File: src/rtl/timer_sched.sv
// Shared down-counter timer granted to one of NREQ requesters at a time.
// Define TIMER_SCHED_RR_EN for round-robin arbitration; default is fixed priority.
module timer_sched #(
  parameter int NREQ = 4,
  parameter int CW   = 8
) (
  input  logic             clk,
  input  logic             reset,
  input  logic [NREQ-1:0]  req,
  input  logic [NREQ*CW-1:0] dur,
  output logic [NREQ-1:0]  gnt,
  output logic [NREQ-1:0]  done,
  output logic             busy,
  output logic [CW-1:0]    count
);

  localparam int PW = $clog2(NREQ);

  typedef enum logic [1:0] {
    IDLE = 2'd0,
    RUN  = 2'd1,
    DONE = 2'd2
  } state_t;

  state_t            state_q, state_d;
  logic [NREQ-1:0]   gnt_q, gnt_d;
  logic [CW-1:0]     count_q, count_d;
  logic              any_req;
  logic              hold;
  logic [PW-1:0]     win;
  logic [CW-1:0]     win_dur;

  assign any_req = |req;
  assign hold    = |(req & gnt_q);

`ifdef TIMER_SCHED_RR_EN
  logic [PW-1:0] ptr_q, ptr_d;

  function automatic logic [PW:0] rr_dist(int i, logic [PW-1:0] p);
    return (PW+1)'((i - int'(p) - 1 + 2 * NREQ) % NREQ);
  endfunction

  // Round-robin: nearest requester after the last grant wins
  always_comb begin
    logic [PW:0] best;
    best = '1;
    win  = '0;
    for (int i = 0; i < NREQ; i++) begin
      if (req[i] && rr_dist(i, ptr_q) < best) begin
        best = rr_dist(i, ptr_q);
        win  = PW'(i);
      end
    end
  end

  // Pointer follows every grant, abandoned ones included
  always_comb begin
    ptr_d = ptr_q;
    if (state_q == IDLE && any_req) ptr_d = win;
  end

  // Pointer register; reset makes requester 0 first in line
  always_ff @(posedge clk or posedge reset) begin
    if (reset) ptr_q <= PW'(NREQ - 1);
    else       ptr_q <= ptr_d;
  end
`else
  // Fixed priority: lowest requesting index wins
  always_comb begin
    win = '0;
    for (int i = NREQ - 1; i >= 0; i--) begin
      if (req[i]) win = PW'(i);
    end
  end
`endif

  // Select the winner's duration field
  always_comb begin
    win_dur = '0;
    for (int i = 0; i < NREQ; i++) begin
      if (win == PW'(i)) win_dur = dur[i*CW +: CW];
    end
  end

  // State, grant and counter registers
  always_ff @(posedge clk or posedge reset) begin
    if (reset) begin
      state_q <= IDLE;
      gnt_q   <= '0;
      count_q <= '0;
    end else begin
      state_q <= state_d;
      gnt_q   <= gnt_d;
      count_q <= count_d;
    end
  end

  // Next-state logic
  always_comb begin
    state_d = state_q;
    case (state_q)
      IDLE: begin
        if (any_req) state_d = (win_dur == '0) ? DONE : RUN;
      end
      RUN: begin
        if (!hold)                state_d = IDLE;
        else if (count_q <= CW'(1)) state_d = DONE;
      end
      DONE:    state_d = IDLE;
      default: state_d = IDLE;
    endcase
  end

  // Grant and counter datapath; counter only loads or counts down
  always_comb begin
    gnt_d   = gnt_q;
    count_d = count_q;
    case (state_q)
      IDLE: begin
        gnt_d   = '0;
        count_d = '0;
        if (any_req) begin
          gnt_d   = NREQ'(1) << win;
          count_d = win_dur;
        end
      end
      RUN: begin
        if (!hold) begin
          gnt_d   = '0;
          count_d = '0;
        end else if (count_q != '0) begin
          count_d = count_q - CW'(1);
        end
      end
      default: begin
        gnt_d   = '0;
        count_d = '0;
      end
    endcase
  end

  // Outputs: done pulses to the holder of the grant in DONE
  always_comb begin
    gnt   = gnt_q;
    done  = (state_q == DONE) ? gnt_q : '0;
    busy  = |gnt_q;
    count = count_q;
  end

endmodule

File: config.mk
export PLATFORM = sky130hd
export DESIGN_NAME = timer_sched
export DESIGN_NICKNAME = d
export VERILOG_FILES = /design/src/rtl/timer_sched.sv
export SDC_FILE = /design/constraint.sdc
export NUM_CORES = 1
export LEC_CHECK = 0
export CELL_PAD_IN_SITES_DETAIL_PLACEMENT = 1
export CELL_PAD_IN_SITES_GLOBAL_PLACEMENT = 2
export CORE_AREA = 2 2 76 78
export CTS_CLUSTER_DIAMETER = 40
export DETAILED_ROUTE_END_ITERATION = 8
export DIE_AREA = 0 0 78 80
export PLACE_DENSITY = 0.76
export SETUP_SLACK_MARGIN = 0.02
export SLEW_MARGIN = 20
export SYNTH_ARGS = -nofsm -noshare
export SYNTH_HDL_FRONTEND = slang
export SYNTH_SLANG_ARGS = --single-unit
File: constraint.sdc
create_clock -name clk -period 2.25 [get_ports clk]
set_clock_uncertainty 0.2 [all_clocks]
set_input_delay 0.5625 -clock clk [delete_from_list [all_inputs] [get_ports clk]]
set_output_delay 0.5625 -clock clk [all_outputs]
set_load 0.1 [all_outputs]
### Word level (Yosys, flattened, before mapping)

Cells that the tools add are included.

| operators by class | value |
|---|---|
| add/sub/neg operators | 1 |
| order comparisons | 1 |
| eq/ne operators | 9 |
| shifts and indexed selects | 1 |
| mux-type cells | 21 |
| bitwise operators | 1 |
| reduce and logical (&&, ||, !) cells | 8 |

Operators with widths:

| cell | number |
|---|---|
| 8-bit two-way mux | 7 |
| 2-bit two-way mux | 8 |
| 8-bit one-hot mux with 2 select lines | 1 |
| 4-bit two-way mux | 3 |
| 4-bit OR reduction | 3 |
| 8-bit by 1-bit less-or-equal comparator with 1-bit output, second input constant | 1 |
| 8-bit zero test | 1 |
| 4-bit one-hot mux with 2 select lines | 1 |
| 8-bit nonzero test | 1 |
| 8-bit by 1-bit subtractor with 8-bit output, second input constant | 1 |
| 2-bit == test, second input constant | 3 |
| 3-bit != test, second input constant | 2 |
| 4-bit bitwise AND | 1 |
| 2-bit by 1-bit == test with 1-bit output, second input constant | 2 |
| 2-bit zero test | 2 |
| 2-bit != test, second input constant | 2 |
| 2-bit one-hot mux with 2 select lines | 1 |
| 1-bit by 2-bit << shifter with 4-bit output, first input constant | 1 |
| 2-bit AND reduction | 1 |

| word-level totals | value |
|---|---|
| register bits | 14 |
| input port bits | 38 |
| output and inout port bits | 17 |
| word-level logic and storage cells | 45 |

### Depth between registers and ports, before layout

| logic depth | value |
|---|---|
| depth after elaboration | 13 |
| mapped depth | 8 |
| gate-level depth less buffers | 7 |

### Worst setup path after synthesis

No wires, ideal clock.

| timing path | value |
|---|---|
| path type | reg-to-output |
| from | reg gnt_q[1] (netlist: gnt[1]) |
| to | out busy |
| arrival time | 1.832 ns |
| required time | 1.487 ns |
| slack | -0.345 ns |
| cell stages (with the launch flop) | 2 |
| path buffers | 0 |
| cell sequence | dfrtp_1 > or4_1 |

| between the ends | value |
|---|---|
| longest elaborated chain between the ends | 1 |

Ends and longest elaborated chain:

| what | line | RTL |
|---|---|---|
| start, declared | 26 | `logic [NREQ-1:0] gnt_q, gnt_d;` |
| start signal, assigned | 93 | `gnt_q <= gnt_d;` |
| 4-bit OR reduction | 146 | `busy = \|gnt_q;` |
| end, declared | 13 | `output logic busy,` |

No other way between the ends.

### Final worst setup path

Ends and elaborated chain as after synthesis.

==> flow_metrics.py <==
metrics = {
    "synthesis": {
        "synth_edf_count": 0,
        "synth_area_leaders": "dfrtp_1 (29%), mux2i_1 (6.7%), a22o_1 (6.6%)",
        "synth_top_area_share_pct": 29.2,
        "synthTopCellsByCount": "dfrtp_1 (14), nor2_1 (14), nand2_1 (11)",
        "synth_ff_type": "dfrtp_1",
        "synthAdderAreaFrac_pct": 2.09,
        "synth_compound_gate_area_share_pct": 27.2,
        "synth-simple-area-share_pct": 23.8,
        "synth_top_family_by_area": "compound AO/OA/AOI/OAI gates",
        "netlist_area_mm2": 0.00120,
        "yosys_warnings": 0,
        "synth_xor_area_share_pct": 3.65,
        "synth_seq_cells": 14,
        "yosys.area.top_type": "dfrtp_1",
        "ys_seq_area_share_pct": 29.2,
        "syn_avg_cell_area_um2": 8.88,
        "async_reset_ff_share_pct": 100,
        "syn_inst": 135,
        "synth_nets": 175,
        "synth_mux_area_share_pct": 6.68,
        "ys_types": 37,
    },
    "cts": {
        "cts_tree": "yes",
        "cts_made_buffers": 3,
        "clock_latency_ns": 0.24,
        "cts_buffer_depth": 2,
        "cts_root_buffer": "clkbuf_8",
        "cts_sinks": 14,
        "htreeDepth": 1,
        "cts_hold_buf": 0,
        "clkSlewWorstSetupHoldPaths_ns": 0.06,
    },
    "critical_path": {
        "crit_fanout": 5,
        "crit_path_end_kind": "output port",
        "critPathMaxStageDelay_ns": 0.56,
        "r2r-start": "count[4]",
        "critPathLaunch": "gnt[1]",
        "arrival_ns": 1.43,
        "cp-start-kind": "register",
        "reg2reg_setup_slack_ns": 0.31,
        "r2r_cells": 5,
        "critical_path_class": "reg2out",
        "required_ns": 1.49,
        "critical-path-top-delay-family": "simple AND/OR/NAND/NOR gates",
        "slowest_stage": "or4_4",
        "crit_buf_inv": 1,
        "critical_path.cell_chain": "or4_4, buf_12",
        "reg2reg_to": "count[5]",
    },
    "run": {
        "max-cap-violations": 0,
    },
    "detailed_routing": {
        "final_antenna_net_count": 0,
        "vias_per_cell": 4.79,
        "route.detailed.wl_per_inst_um": 15.1,
        "drtIter0Drc": 36,
        "wirelength_um": 4300,
        "drc": 0,
        "drt_pass1_iterations": 4,
        "vias": 1365,
    },
    "floorplanning": {
        "die_w_um": 78,
        "io_pins": 55,
        "row_count": 27,
        "coreArea_mm2": 0.00541,
        "fp.dieArea_mm2": 0.00624,
        "die_y_um": 80,
        "start_util_pct": 22.2,
    },
    "worst_hold_path": {
        "hold_start": "count[1]",
        "hp-class": "reg2reg",
        "holdPathStages": 2,
        "min_to": "count[1]",
    },
    "final_layout": {
        "regArea_um2": 358,
        "multiInputGateArea_um2": 801,
        "antenna_cells": 0,
        "n_fill_cell": 616,
        "drive_gt1_share_pct": 34.3,
        "nNetsFinal": 254,
        "post-route-cell-area_mm2": 0.00225,
        "syn_to_final_growth_pct": 87.5,
    },
    "grt": {
        "grt-ovfl-total": 0,
        "antenna_found_initial": 0,
        "grt_max_degree": 15,
        "track_usage_pct": 14.5,
        "grt_pass1_wl_um": 7220,
        "grt_pass1_vias": 1509,
    },
    "sta": {
        "maxSlewViolCount": 0,
        "hold_viol": 0,
        "slew-limit-headroom_pct": 59.5,
        "finalCriticalPeriod_ns": 2.19,
        "setup_violations": 0,
        "fin_ws_ns": 0.0559,
        "worst_pin_slew_ns": 0.604,
        "finalCritPeriodShare_pct": 97.5,
        "max_freq_mhz": 456,
        "rsz0062_at_grt": "true",
    },
    "placement": {
        "place_area_mm2": 0.00214,
        "io_buffer_count": 54,
        "pre_cts_ws_ns": -0.515,
        "finalWeightedCongestion": 0.846,
        "place_hpwl_um": 3540,
    },
    "power_and_ir_drop": {
        "ir_worst_vdd_v": 0.000422,
        "p_leak_nw": 0.991,
        "pwr_density_cell_mw_per_mm2": 1120,
    },
    "status": {
        "status": "finished clean",
    },
}
==> metrics by stage <==
| step | hold slack, ns | total power, W | TNS, ns | std cells | utilization, % |
|---|---|---|---|---|---|
| final | 0.392 | 0.00252 | 0 | 285 | 41.6 |
| after global routing | 0.421 | 0.00266 | -0.0131 | 285 | 41.6 |
| after CTS | 0.398 | 0.00253 | 0 | 283 | 41.2 |
| after detailed placement | 0.382 | 0.00228 | -3.59 | 278 | 39.7 |
| after global placement | 0.380 | 0.00225 | -3.19 | 278 | 39.7 |
| after floorplan | 0.251 | 0.00158 | 0 | 135 | - |
==> layout make-up <==
cell class	count	area share (%)
repair buffers	82	41.3
well taps	72	4.01
clock buffers	4	2.45
inverters	4	0.668
flip-flops and latches	14	15.9
multi-input cells	109	35.6
==> power breakdown <==
part	switching [W]	leakage, nW	internal [W]	total (W)
Sequential	0.000158	0.174	0.000348	0.000506
Combinational	0.00108	0.788	0.000682	0.00177
Clock	0.0000940	0.0288	0.000155	0.000249
Total	0.00134	0.991	0.00119	0.00252
==> metal layers <==
layer  up-vias  GRT usage (%)  part of all wire (%)
li1        663              -                     -
met1       662           16.4                    41
met2        34           27.7                    54
met3         6           2.38                   3.5
met4         0           4.04                   1.0
met5         -              0                     0
==> registers in the layout (all words and copies together), names as in the netlist <==
signal	count
count	8
gnt	4
state_q	2
==> cells by family (layout without fill, tap and decap cells) <==
family | Yosys count | count (layout)
XOR/XNOR | 5 | 5
AO/OA/AOI/OAI | 41 | 41
multiplexers | 8 | 8
flip-flops | 14 | 14
buffers and inverters | 12 | 90
AND/OR/NAND/NOR | 53 | 53
adder cells (fa/ha/maj) | 2 | 2
==> placed cells by master (no fill, tap or decap), drive strengths merged, types with 2 or more instances in the layout <==
cell type      instances
inv                    4
clkbuf                 7
a32o                   2
dfrtp                 14
o2bb2ai                8
nor2                  15
clkdlybuf4s50         32
o31ai                  2
o21bai                 2
a22o                   9
a22oi                  7
buf                   45
nor4                   3
mux2i                  8
nand3                 10
xor2                   4
ha                     2
a21oi                  8
nand2                 11
nor3                   3
and2                   4
==> worst max path at each step <==
| stage | end | slack [ns] | cells after the start |
|---|---|---|---|
| 2_1_floorplan | state_q[0] | 0.1 | 8 |
| 5_1_grt | state_q[0] | -0.01 | 8 |
| 4_1_cts | state_q[0] | 0.02 | 9 |
| 3_5_place_dp | state_q[0] | -0.52 | 8 |
| 3_3_place_gp | state_q[0] | -0.45 | 7 |
| 6_report | busy | 0.06 | 2 |
==> worst min-delay path, delay by kind of cell (launching register included) <==
family,cells,cell delay [ns]
DFF,1,0.41
and+or+nand+nor,2,0.15
==> timing repair <==
item	CTS	global route
pin swaps	3	8
setup buffers	1	2
gates cloned	0	1
setup endpoints to repair	7	2
resized for setup	10	10
Power figures use the tool's default switching activity.
